File: src/rtl/jt10_bus_pkg.sv
// Shared types and constants for the YM2610 CPU-bus writer (jt10_bus_writer, jt10_bus_fifo).

package jt10_bus_pkg;

  typedef enum logic [2:0] {
    StIdle,
    StAstb,
    StAwait,
    StDstb,
    StDwait,
    StPgap,
    StPoll
  } state_e;

  typedef struct packed {
    logic       bank;
    logic [7:0] reg_addr;
    logic [7:0] data;
  } req_t;

  localparam int unsigned ReqW       = 17;
  localparam logic        PortAddr   = 1'b0;
  localparam logic        PortData   = 1'b1;
  localparam logic [1:0]  PortStatus = 2'b00;
  localparam int unsigned BusyBit    = 7;

  function automatic int unsigned max3(input int unsigned a, input int unsigned b,
                                       input int unsigned c);
    int unsigned m;
    m = (a > b) ? a : b;
    return (m > c) ? m : c;
  endfunction

endpackage

File: src/rtl/jt10_bus_fifo.sv
// Synchronous request FIFO with registered full/empty flags and an occupancy output.

module jt10_bus_fifo
  import jt10_bus_pkg::*;
#(
  parameter int unsigned AW = 4
) (
  input  logic            clk,
  input  logic            rst_n,
  input  logic            i_push,
  input  logic            i_pop,
  input  logic [ReqW-1:0] i_wdata,
  output logic [ReqW-1:0] o_rdata,
  output logic            o_full,
  output logic            o_empty,
  output logic [AW:0]     o_level
);

  localparam int unsigned Depth   = 1 << AW;
  localparam logic [AW:0] LvlLast = Depth[AW:0] - 1'b1;
  localparam logic [AW:0] LvlOne  = {{AW{1'b0}}, 1'b1};

  logic [ReqW-1:0] r_mem [Depth];
  logic [AW-1:0]   r_wptr, r_rptr;
  logic [AW:0]     r_level;
  logic            r_full, r_empty;
  logic            w_push, w_pop;

  assign w_push = i_push && !r_full;
  assign w_pop  = i_pop && !r_empty;

  always_ff @(posedge clk or negedge rst_n) begin
    if (!rst_n) begin
      r_wptr  <= '0;
      r_rptr  <= '0;
      r_level <= '0;
      r_full  <= 1'b0;
      r_empty <= 1'b1;
    end else begin
      if (w_push) r_wptr <= r_wptr + 1'b1;
      if (w_pop)  r_rptr <= r_rptr + 1'b1;
      case ({w_push, w_pop})
        2'b10: begin
          r_level <= r_level + 1'b1;
          r_empty <= 1'b0;
          r_full  <= (r_level == LvlLast);
        end
        2'b01: begin
          r_level <= r_level - 1'b1;
          r_full  <= 1'b0;
          r_empty <= (r_level == LvlOne);
        end
        default: ;
      endcase
    end
  end

  always_ff @(posedge clk) begin
    if (w_push) r_mem[r_wptr] <= i_wdata;
  end

  assign o_rdata = r_mem[r_rptr];
  assign o_full  = r_full;
  assign o_empty = r_empty;
  assign o_level = r_level;

endmodule

File: src/rtl/jt10_bus_writer.sv
// YM2610 CPU-bus master: replays queued {bank, reg, data} writes as address/data strobe pairs.
// Optional JT10_BUSY_POLL_EN replaces the fixed post-data wait with status-register polling.

module jt10_bus_writer
  import jt10_bus_pkg::*;
#(
  parameter int unsigned FIFO_AW   = 4,
  parameter int unsigned ADDR_WAIT = 17,
  parameter int unsigned DATA_WAIT = 83,
  parameter int unsigned POLL_MAX  = 255
) (
  input  logic             clk,
  input  logic             rst_n,
  input  logic             cen,
  input  logic             req_valid,
  output logic             req_ready,
  input  logic             req_bank,
  input  logic [7:0]       req_reg,
  input  logic [7:0]       req_data,
  output logic [7:0]       ym_din,
  output logic [1:0]       ym_addr,
  output logic             ym_cs_n,
  output logic             ym_wr_n,
  input  logic [7:0]       ym_dout,
  output logic             idle,
  output logic [FIFO_AW:0] fifo_level,
  output logic             poll_timeout
);

  localparam int unsigned    CntMax = max3(ADDR_WAIT, DATA_WAIT, 1);
  localparam int unsigned    CntW   = $clog2(CntMax + 1);
  localparam logic [CntW-1:0] AwLast = CntW'((ADDR_WAIT == 0) ? 0 : ADDR_WAIT - 1);
  localparam logic [CntW-1:0] DwLast = CntW'((DATA_WAIT == 0) ? 0 : DATA_WAIT - 1);

  logic            w_full, w_empty, w_push, w_pop;
  logic [ReqW-1:0] w_head_bits;
  req_t            w_head;
  req_t            r_req;
  state_e          r_state;
  logic [CntW-1:0] r_cnt;
  logic            r_cs_n, r_wr_n;
  logic [1:0]      r_addr;
  logic [7:0]      r_din;

`ifdef JT10_BUSY_POLL_EN
  localparam int unsigned     PollW    = $clog2(max3(POLL_MAX, 1, 1) + 1);
  localparam logic [PollW-1:0] PollLast = PollW'((POLL_MAX == 0) ? 0 : POLL_MAX - 1);
  logic [PollW-1:0] r_poll;
  logic             r_timeout;
  assign poll_timeout = r_timeout;
`else
  logic [7:0] w_unused_poll;
  assign w_unused_poll = ym_dout ^ 8'(POLL_MAX);
  assign poll_timeout  = 1'b0;
`endif

  assign w_head = req_t'(w_head_bits);
  assign w_push = req_valid && !w_full;
  assign w_pop  = cen && (r_state == StIdle) && !w_empty;

  jt10_bus_fifo #(
    .AW(FIFO_AW)
  ) u_fifo (
    .clk    (clk),
    .rst_n  (rst_n),
    .i_push (w_push),
    .i_pop  (w_pop),
    .i_wdata({req_bank, req_reg, req_data}),
    .o_rdata(w_head_bits),
    .o_full (w_full),
    .o_empty(w_empty),
    .o_level(fifo_level)
  );

  // Strobe outputs are registered and change only on cen ticks, so each strobe spans
  // exactly one cen period. With ADDR_WAIT=0 the two strobes occupy adjacent periods.
  always_ff @(posedge clk or negedge rst_n) begin
    if (!rst_n) begin
      r_state <= StIdle;
      r_req   <= '0;
      r_cnt   <= '0;
      r_cs_n  <= 1'b1;
      r_wr_n  <= 1'b1;
      r_addr  <= '0;
      r_din   <= '0;
`ifdef JT10_BUSY_POLL_EN
      r_poll    <= '0;
      r_timeout <= 1'b0;
`endif
    end else if (cen) begin
      case (r_state)
        StIdle: begin
          if (!w_empty) begin
            r_req   <= w_head;
            r_cs_n  <= 1'b0;
            r_wr_n  <= 1'b0;
            r_addr  <= {w_head.bank, PortAddr};
            r_din   <= w_head.reg_addr;
            r_state <= StAstb;
          end
        end
        StAstb: begin
          r_cnt <= '0;
          if (ADDR_WAIT == 0) begin
            r_addr  <= {r_req.bank, PortData};
            r_din   <= r_req.data;
            r_state <= StDstb;
          end else begin
            r_cs_n  <= 1'b1;
            r_wr_n  <= 1'b1;
            r_state <= StAwait;
          end
        end
        StAwait: begin
          if (r_cnt == AwLast) begin
            r_cs_n  <= 1'b0;
            r_wr_n  <= 1'b0;
            r_addr  <= {r_req.bank, PortData};
            r_din   <= r_req.data;
            r_state <= StDstb;
          end else if (r_cnt != '1) begin
            r_cnt <= r_cnt + 1'b1;
          end
        end
        StDstb: begin
          r_cs_n <= 1'b1;
          r_wr_n <= 1'b1;
          r_cnt  <= '0;
`ifdef JT10_BUSY_POLL_EN
          r_poll  <= '0;
          r_state <= StPgap;
`else
          r_state <= (DATA_WAIT == 0) ? StIdle : StDwait;
`endif
        end
        StDwait: begin
          if (r_cnt == DwLast) begin
            r_state <= StIdle;
          end else if (r_cnt != '1) begin
            r_cnt <= r_cnt + 1'b1;
          end
        end
`ifdef JT10_BUSY_POLL_EN
        StPgap: begin
          r_cs_n  <= 1'b0;
          r_wr_n  <= 1'b1;
          r_addr  <= PortStatus;
          r_state <= StPoll;
        end
        StPoll: begin
          r_cs_n <= 1'b1;
          if (r_poll != '1) r_poll <= r_poll + 1'b1;
          if (!ym_dout[BusyBit]) begin
            r_state <= StIdle;
          end else if (r_poll == PollLast) begin
            r_timeout <= 1'b1;
            r_state   <= StIdle;
          end else begin
            r_state <= StPgap;
          end
        end
`endif
        default: r_state <= StIdle;
      endcase
    end
  end

  assign req_ready = !w_full;
  assign idle      = (r_state == StIdle) && w_empty;
  assign ym_cs_n   = r_cs_n;
  assign ym_wr_n   = r_wr_n;
  assign ym_addr   = r_addr;
  assign ym_din    = r_din;

endmodule

File: config.mk
export PLATFORM = sky130hd
export DESIGN_NAME = jt10_bus_writer
export DESIGN_NICKNAME = d
export VERILOG_FILES = /design/src/rtl/jt10_bus_pkg.sv /design/src/rtl/jt10_bus_fifo.sv /design/src/rtl/jt10_bus_writer.sv
export SDC_FILE = /design/constraint.sdc
export NUM_CORES = 1
export LEC_CHECK = 0
export CORE_ASPECT_RATIO = 1.2
export CORE_MARGIN = 2
export CORE_UTILIZATION = 55
export DETAILED_ROUTE_END_ITERATION = 10
export PLACE_DENSITY = 0.83
export SETUP_SLACK_MARGIN = 0.1
export SLEW_MARGIN = 20
export SYNTH_ARGS = -nofsm -noshare
export SYNTH_HDL_FRONTEND = slang
export SYNTH_SLANG_ARGS = --single-unit
File: constraint.sdc
create_clock -name clk -period 2.2 [get_ports clk]
set_clock_uncertainty 0.05 [all_clocks]
set_input_delay 0.44 -clock clk [delete_from_list [all_inputs] [get_ports clk]]
set_output_delay 0.44 -clock clk [all_outputs]
set_load 0.005 [all_outputs]
; After elaboration in Yosys (flattened, before gate mapping)
; Memories as Yosys holds them, arrays and structs flattened.
; Index checks and enable logic that the tools add are counted.
[totals]
regBits = 45
latch_bits = 0
ram_bits = 272
romBits = 0
output_inout_bits = 20
word_cells = 76
mem_count = 1
[classes]
n_addsub = 5
n_mul = 0
div_mod_pow = 0
n_lt_le_gt_ge = 0
eq_ne = 16
n_shift = 0
mux = 22
bitwise_logic = 1
n_reduce_logical = 19
[mem_list]
columns = memory, depth, width, rd, rd_clocked_by_memory_dff, wr, line_no
row1 = u_fifo.r_mem, 16, 17, 1, 0, 1, jt10_bus_fifo.sv:23  ; logic [ReqW-1:0] r_mem [Depth];
[op_table]
columns = op, count
row1 = 7-bit two-way mux, 3
row2 = 7-bit one-hot mux with 3 select lines, 1
row3 = 8-bit two-way mux, 2
row4 = 8-bit one-hot mux with 2 select lines, 1
row5 = 4-bit AND reduction, 4
row6 = 3-bit one-hot mux with 5 select lines, 1
row7 = 2-bit != test (second input constant), 5
row8 = 5-bit one-hot mux with 2 select lines, 1
row9 = 3-bit two-way mux, 3
row10 = 4-bit by 1-bit adder with 4-bit output (second input constant), 2
row11 = 7-bit by 1-bit adder with 7-bit output (second input constant), 1
row12 = 7-bit by 5-bit == test with 1-bit output (second input constant), 1
row13 = 7-bit == test (second input constant), 1
row14 = 7-bit != test (second input constant), 1
row15 = 3-bit by 2-bit == test with 1-bit output (second input constant), 2
row16 = 1-bit logical AND, 6
row17 = 3-bit nonzero test, 2
row18 = 5-bit by 1-bit adder with 5-bit output (second input constant), 1
row19 = 5-bit by 1-bit == test with 1-bit output (second input constant), 1
row20 = 5-bit by 4-bit == test with 1-bit output (second input constant), 1
row21 = 5-bit by 1-bit subtractor with 5-bit output (second input constant), 1
row22 = 1-bit two-way mux, 4
row23 = 2-bit two-way mux, 2
row24 = 1-bit one-hot mux with 2 select lines, 2
row25 = other kinds (12), 14

; Logic depth before layout (Yosys ltp)
; Gate-level depths: netlist (run 1).
[logic_depth]
depth_word = 6
ltp_mapped = 9

; By module
; A second synthesis (run 1) with hierarchy kept.
[hier_totals]
cells_unflattened = 656
hier_area_um2 = 12838.6
[modules_own_cells]
columns = mod, instances, cells_each, area_per_inst_um2, seq_area_each_um2
row1 = jt10_bus_fifo, 1, 515, 11184.5, 8544.4
row2 = jt10_bus_writer, 1, 141, 1654.1, 752.0

; Least setup slack after synthesis (run 1)
; OpenSTA, ideal clock, no wires.
[synth_path]
path_type = reg2reg
from = reg r_state[2]
to = reg u_fifo.r_level[3] (netlist: u_fifo.o_level[3])
setup_time_ns = 0.079
t_arrival_ns = 2.235
slack_ns = -0.164
path_stages_with_launch = 10
path_cell_list = dfrtp_1 -> nand2b_1 -> or4_1 -> inv_1 -> ha_1 -> clkbuf_1 -> nand2b_1 -> or3_1 -> a21oi_1 -> xor2_1
[synth_via]
elab_chain_cells = 6
word_cells_on_any_way = 8
cone_classes = eq/ne: 2 / mux: 1 / reduce/logical: 5
[synth_lines]
columns = element, line_no
row1 = "start, declared", jt10_bus_writer.sv:39  ; state_e r_state;
row2 = "start signal, assigned", jt10_bus_writer.sv:79  ; r_state <= StIdle;
row3 = "start signal, assigned", jt10_bus_writer.sv:99  ; r_state <= StAstb;
row4 = "start signal, assigned", jt10_bus_writer.sv:107  ; r_state <= StDstb;
row5 = 3-bit logical NOT (*), jt10_bus_writer.sv:59  ; assign w_pop = cen && (r_state == StIdle) && !w_empty;
row6 = 1-bit logical AND (*) (2 in a row), jt10_bus_writer.sv:59
row7 = 1-bit logical AND (*), jt10_bus_fifo.sv:30  ; assign w_pop = i_pop && !r_empty;
row8 = net u_fifo.w_pop, jt10_bus_fifo.sv:27  ; logic w_push, w_pop;
row9 = 2-bit by 1-bit == test with 1-bit output / 2-bit == test (equally long branches), jt10_bus_fifo.sv:42  ; case ({w_push, w_pop})
row10 = 5-bit one-hot mux with 2 select lines / 2-bit nonzero test (equally long branches), --
row11 = "end signal, assigned", jt10_bus_fifo.sv:44  ; r_level <= r_level + 1'b1;
row12 = "end signal, assigned", jt10_bus_fifo.sv:49  ; r_level <= r_level - 1'b1;
row13 = "end, declared", jt10_bus_fifo.sv:25  ; logic [AW:0] r_level;
; The timed path passes the listed nets; every way through them passes the cells marked *.
; A chain may end at the register's enable or synchronous reset.

; Worst setup path after layout (run 1)
; Ends and elaborated chain as after synthesis.

==> flow_summary.toml, run 1 <==
[route]
drc = 0
vias_per_cell = 6.28
vias = 7288
routed_wl_um = 29600
drt_iter0_drc = 931
routedWlPerCell_um = 25.5
ant_nets = 0
first_pass_iters = 5

[cells_and_area]
drive_gt1_share_pct = 26.8
fin_util_pct = 66.9
final_common_cell = "edfxtp_1"
fin_nets = 866
diodes = 0
syn_to_final_growth_pct = 20.4
final_cell_mix = "edfxtp_1 (272), mux4_2 (52), buf_4 (51)"

[critical_path]
critical_path_arrival_ns = 2.51
path_class = "reg -> reg"
crit_fanout = 3
cp.required_ns = 2.61
crit_path_start_kind = "flip-flop"
critical_path.endpoint_type = "flip-flop"

[synth]
syn_inst = 715
netlist_area_um2 = 12800
yosys.area.top_type = "edfxtp_1"
yosys_warnings = 0
synthArstFlopShare_pct = 14.2
synth_edf_count = 272
synthTopCellsByArea = "edfxtp_1 (64%), mux4_2 (9.1%), dfrtp_1 (8.4%)"
synth_area_per_cell_um2 = 17.9
yosys.area.top_type_share_pct = 63.7
ys_types = 56
synth_ff_type = "edfxtp_1"
ys_ff_latch = 317
seq_area_frac_synth_pct = 72.5
syn_nets = 758

[clock_tree]
ctsHtreeMaxLevel = 1
insertion_delay_ns = 0.54
numCtsBuffers = 29
clk_path_buf_depth = 3
clockRootBuffer = "clkbuf_16"
cts_tree = "done"
clk_pin_slew_ns = 0.07
cts_sinks = 317

[grt]
grt_max_degree = 48
grt_use_total_pct = 24.2
gr-total-overflow = 0
grt_pass1_vias = 7311
antenna_found_initial = 0
grt_pass1_wl_um = 43900

[power_and_ir_drop]
p_leak_nw = 5.38
p_per_area_nw_per_um2 = 1300
peakVddDrop_uv = 812

[sta]
worstMarginPinSlew_ns = 0.574
max-slew-margin-rel_pct = 61.6
finalHoldViolations = 0
fin_crit_ns = 2.10
post-route-period-util_pct = 95.3
drv_slew = 0
finalSetupViolations = 0
hold_ws_ns = 0.364
rsz0062_at_grt = "true"
setup_slack_ns = 0.104
max_clock_freq_ghz = 0.477

[min_path]
hold_path_class = "in -> async"

[floorplanning]
die-area_um2 = 24500
num_io_pins = 49
num_rows = 61
die_y_um = 171
start_util_pct = 55.6
coreArea_um2 = 23000
die_w_um = 143

[placed_design]
dp_hpwl_um = 17300
place.port_buffers = 39
place_ws_ns = -0.356
globalplace.congestion = 0.828

[status]
status = "complete, no violations"

[run]
drv_cap = 0
[metal layers]
layer | share of wire, % | GRT usage [%]
met1 | 36 | 31.2
met2 | 52 | 41.6
met3 | 7.9 | 3.40
met4 | 4.5 | 10.2
met5 | 0 | 0
[cell type report]
type	instances	area, um2
flip-flops and latches	317	9310
well taps	315	394
inverters	14	55.1
multi-input cells	345	3330
clock inverters	16	255
clock buffers	38	820
fillers	1438	7620
repair buffers	116	1260
[synthesized netlist by cell type (all sizes together) (4+ instances only)]
cell / instances
a21boi: 9
a21oi: 25
a22oi: 8
and2: 17
and3: 6
buf: 22
clkbuf: 17
dfrtp: 43
edfxtp: 272
ha: 14
inv: 14
mux2: 17
mux2i: 30
mux4: 52
nand2: 28
nand2b: 8
nand3: 9
nor2: 17
nor3: 12
o21ai: 17
o22ai: 16
o311ai: 9
o31ai: 4
xnor2: 7
xor2: 4
[where the power goes]
part | switching, mW | internal [mW]
sequential | 0.568 | 7.42
combinational | 3.41 | 3.16
clock | 2.19 | 3.35
[worst paths after layout]
check | depth (start not counted) | start | end | slack [ns]
worst max-delay path | 8 | r_state[2] | u_fifo.o_level[3] | 0.10
worst min-delay path | 2 | rst_n | u_fifo.r_wptr[2] | 0.36
worst max register to register | 8 | r_state[2] | u_fifo.o_level[3] | 0.10
worst min register to register | 1 | r_req[16] | r_req[16] | 0.43
max in group asynchronous | 3 | rst_n | ym_wr_n | 1.13
min in group clk | 1 | r_req[16] | r_req[16] | 0.43
[critical path: stages (launching register included)]
cell and delay (ns):
dfrtp_1 0.41, nand2b_4 0.15, or4_4 0.45, inv_4 0.08, ha_2 0.18, nand2b_1 0.07
or3_1 0.34, a21oi_2 0.15, xor2_1 0.14
[stage by stage]
stage,setup TNS [ns],total power [mW],instances,instance area [um2]
finish,0,20.1,1161,15400
global route,0,20.8,1161,15400
CTS,0,19.8,1148,15300
detailed placement,-30.42,14.1,1089,14100
global placement,-20.83,13.7,1089,14100
floorplan,0,11.7,715,12800
[kinds of logic after synthesis]
kind of cell	Yosys count	share of synthesized area, %
AOI/OAI and AO/OA	103	5.35
xor gates and xnor gates	11	0.752
adders and majority gates	14	1.37
buffers and inverters	53	1.89
DFF	317	72.5
muxes	99	13.0
other	1	0.0293
and+or+nand+nor	117	5.09
[state kept, by name, summed over array words and instances, names as in the netlist, 2 cells and up]
register and cells:
r_cnt 7, r_req 9, r_state 3, u_fifo.o_level 5, u_fifo.r_mem 272, u_fifo.r_rptr 4, u_fifo.r_wptr 4, ym_addr 2
ym_din 8
[what timing repair did]
action                     in CTS  in global routing
setup endpoints to repair       7                 25
hold endpoints to repair       16                  0
pin swaps                       0                  3
hold buffers                    1                  0
cloned                          0                  1
resized for setup               7                 19
buffers inserted                4                 12
Power figures use the tool's default switching activity.
==> inputs of run 2 (changes only) <==
Settings changed: RECOVER_POWER set to 25.
==> flow_summary.toml, run 2 (same netlist as run 1, synthesis figures left out) <==
[grt]
antenna_found_initial = 0
grt_pass1_vias = 7311
grt_pass1_wl_um = 43900
grt_use_total_pct = 24.2
grt_max_degree = 48
gr-total-overflow = 0

[power_and_ir_drop]
seqPwrFrac_pct = 39.8
pwr-share-comb_pct = 32.7
intPower_mw = 13.9
p_leak_nw = 5.38
switchingPower_mw = 6.16
clkPwrFrac_pct = 27.5
switching_share_pct = 30.7
p_per_area_nw_per_um2 = 1300
peakVddDrop_uv = 811

[sta]
setup_tns_ns = 0
post-route-period-util_pct = 95.3
finalHoldViolations = 0
finalSetupViolations = 0
hold_ws_ns = 0.429
max_clock_freq_ghz = 0.477
setup_slack_ns = 0.103
worstMarginPinSlew_ns = 1.26
max-slew-margin-rel_pct = 15.9
drv_slew = 0
rsz0062_at_grt = "true"
fin_crit_ns = 2.10

[clock_tree]
insertion_delay_ns = 0.54
clockRootBuffer = "clkbuf_16"
ctsHtreeMaxLevel = 1
cts_tree = "done"
numCtsBuffers = 29
clk_path_buf_depth = 3
cts_sinks = 317
clk_pin_slew_ns = 0.07

[cells_and_area]
final_area_um2 = 15400
final_common_cell = "edfxtp_1"
seq_area_um2 = 9310
fin_nets = 866
largest_reg_flops = 272
final_cells = 1161
final_cell_mix = "edfxtp_1 (272), mux4_2 (52), buf_4 (51)"
nFillCells = 1437
top_register = "u_fifo.r_mem"
diodes = 0
drive_gt1_share_pct = 26.7
syn_to_final_growth_pct = 20.4
multi_input_area_um2 = 3330

[critical_path]
cp_slowest_stage_delay_ns = 0.45
critical_path_arrival_ns = 2.51
slowest_stage = "or4_4"
critPathBufInv = 1
crit_fanout = 3
critical_path.endpoint_type = "flip-flop"
crit_family = "simple AND/OR/NAND/NOR gates"
path_class = "reg -> reg"
crit_chain = "nand2b_4 > or4_4 > inv_4 > ha_2 > nand2b_1 > or3_1 > a21oi_2 > xor2_1"
crit_path_start_kind = "flip-flop"
cp.required_ns = 2.61

[placed_design]
dp_hpwl_um = 17300
dp_cells = 1089
dpl_cell_area_um2 = 14100
globalplace.congestion = 0.828
place_ws_ns = -0.356
place.port_buffers = 39

[floorplanning]
start_util_pct = 55.6
num_io_pins = 49
die_y_um = 171
coreArea_um2 = 23000
num_rows = 61
die-area_um2 = 24500
die_w_um = 143

[route]
first_pass_iters = 5
drc = 0
drt_iter0_drc = 928
vias_per_cell = 6.29
routedWlPerCell_um = 25.5
routed_wl_um = 29600
ant_nets = 0
vias = 7297

[status]
status = "complete, no violations"

[min_path]
hold_path_class = "reg -> reg"

[run]
drv_cap = 0
## run 2: changes by cell type in the layout (fill, tap and decap cells not counted)
cell and change:
clkdlybuf4s50_1 -10, dlygate4sd3_1 +10, buf_2 -1, clkbuf_1 +1
## run 2: stage by stage
step                power, mW  utilization, %
floorplan                11.7               -
global placement         13.7            61.3
detailed placement       14.1            61.3
CTS                      19.8            66.3
global route             20.8            66.9
finish                   20.1            66.9
## run 2: path summary, 6_finish.rpt
check                                start                 to  slack (ns)  cells after the start
max in group asynchronous            rst_n   u_fifo.r_rptr[0]        0.55                      2
worst min register to register   r_req[16]          r_req[16]        0.43                      1
worst min-delay path             r_req[16]          r_req[16]        0.43                      1
min in group asynchronous            rst_n   u_fifo.r_wptr[2]        0.65                      2
worst max-delay path            r_state[2]  u_fifo.o_level[3]        0.10                      8
worst max register to register  r_state[2]  u_fifo.o_level[3]        0.10                      8
## run 2: timing repair
item,in CTS,in global routing
setup endpoints to repair,7,25
resized for setup,7,19
buffers inserted,4,12
pin swaps,0,3
hold buffers,1,0
endpoints found under the hold margin,16,0
cloned,0,1
## run 2: layout make-up
| type | instances | share of cell area, % |
|---|---|---|
| Clock buffer | 38 | 5.31 |
| Clock inverter | 16 | 1.65 |
| Inverter | 14 | 0.357 |
| Multi-Input combinational cell | 345 | 21.6 |
| Sequential cell | 317 | 60.3 |
| Tap cell | 315 | 2.56 |
| Timing Repair Buffer | 116 | 8.18 |
## run 2: metal layers
layer | track usage, % | wire [um]
met3 | 3.40 | 2290
met5 | 0 | 0
met4 | 10.2 | 1350
met1 | 31.2 | 10800
met2 | 41.6 | 15200
## run 2: power groups by stage
stage	registers, mW	clock network [mW]	logic (mW)
CTS	7.98	5.57	6.27
floorplan	7.86	0	3.89
global placement	8.00	0	5.74
detailed placement	8.08	0	6.01
finish	7.99	5.53	6.56
global route	8.04	5.81	7.00
## run 2: worst reg2reg max path, stage by stage (launching register included)
cell	delay [ns]
dfrtp_1	0.41
nand2b_4	0.15
or4_4	0.45
inv_4	0.08
ha_2	0.18
nand2b_1	0.07
or3_1	0.34
a21oi_2	0.15
xor2_1	0.14
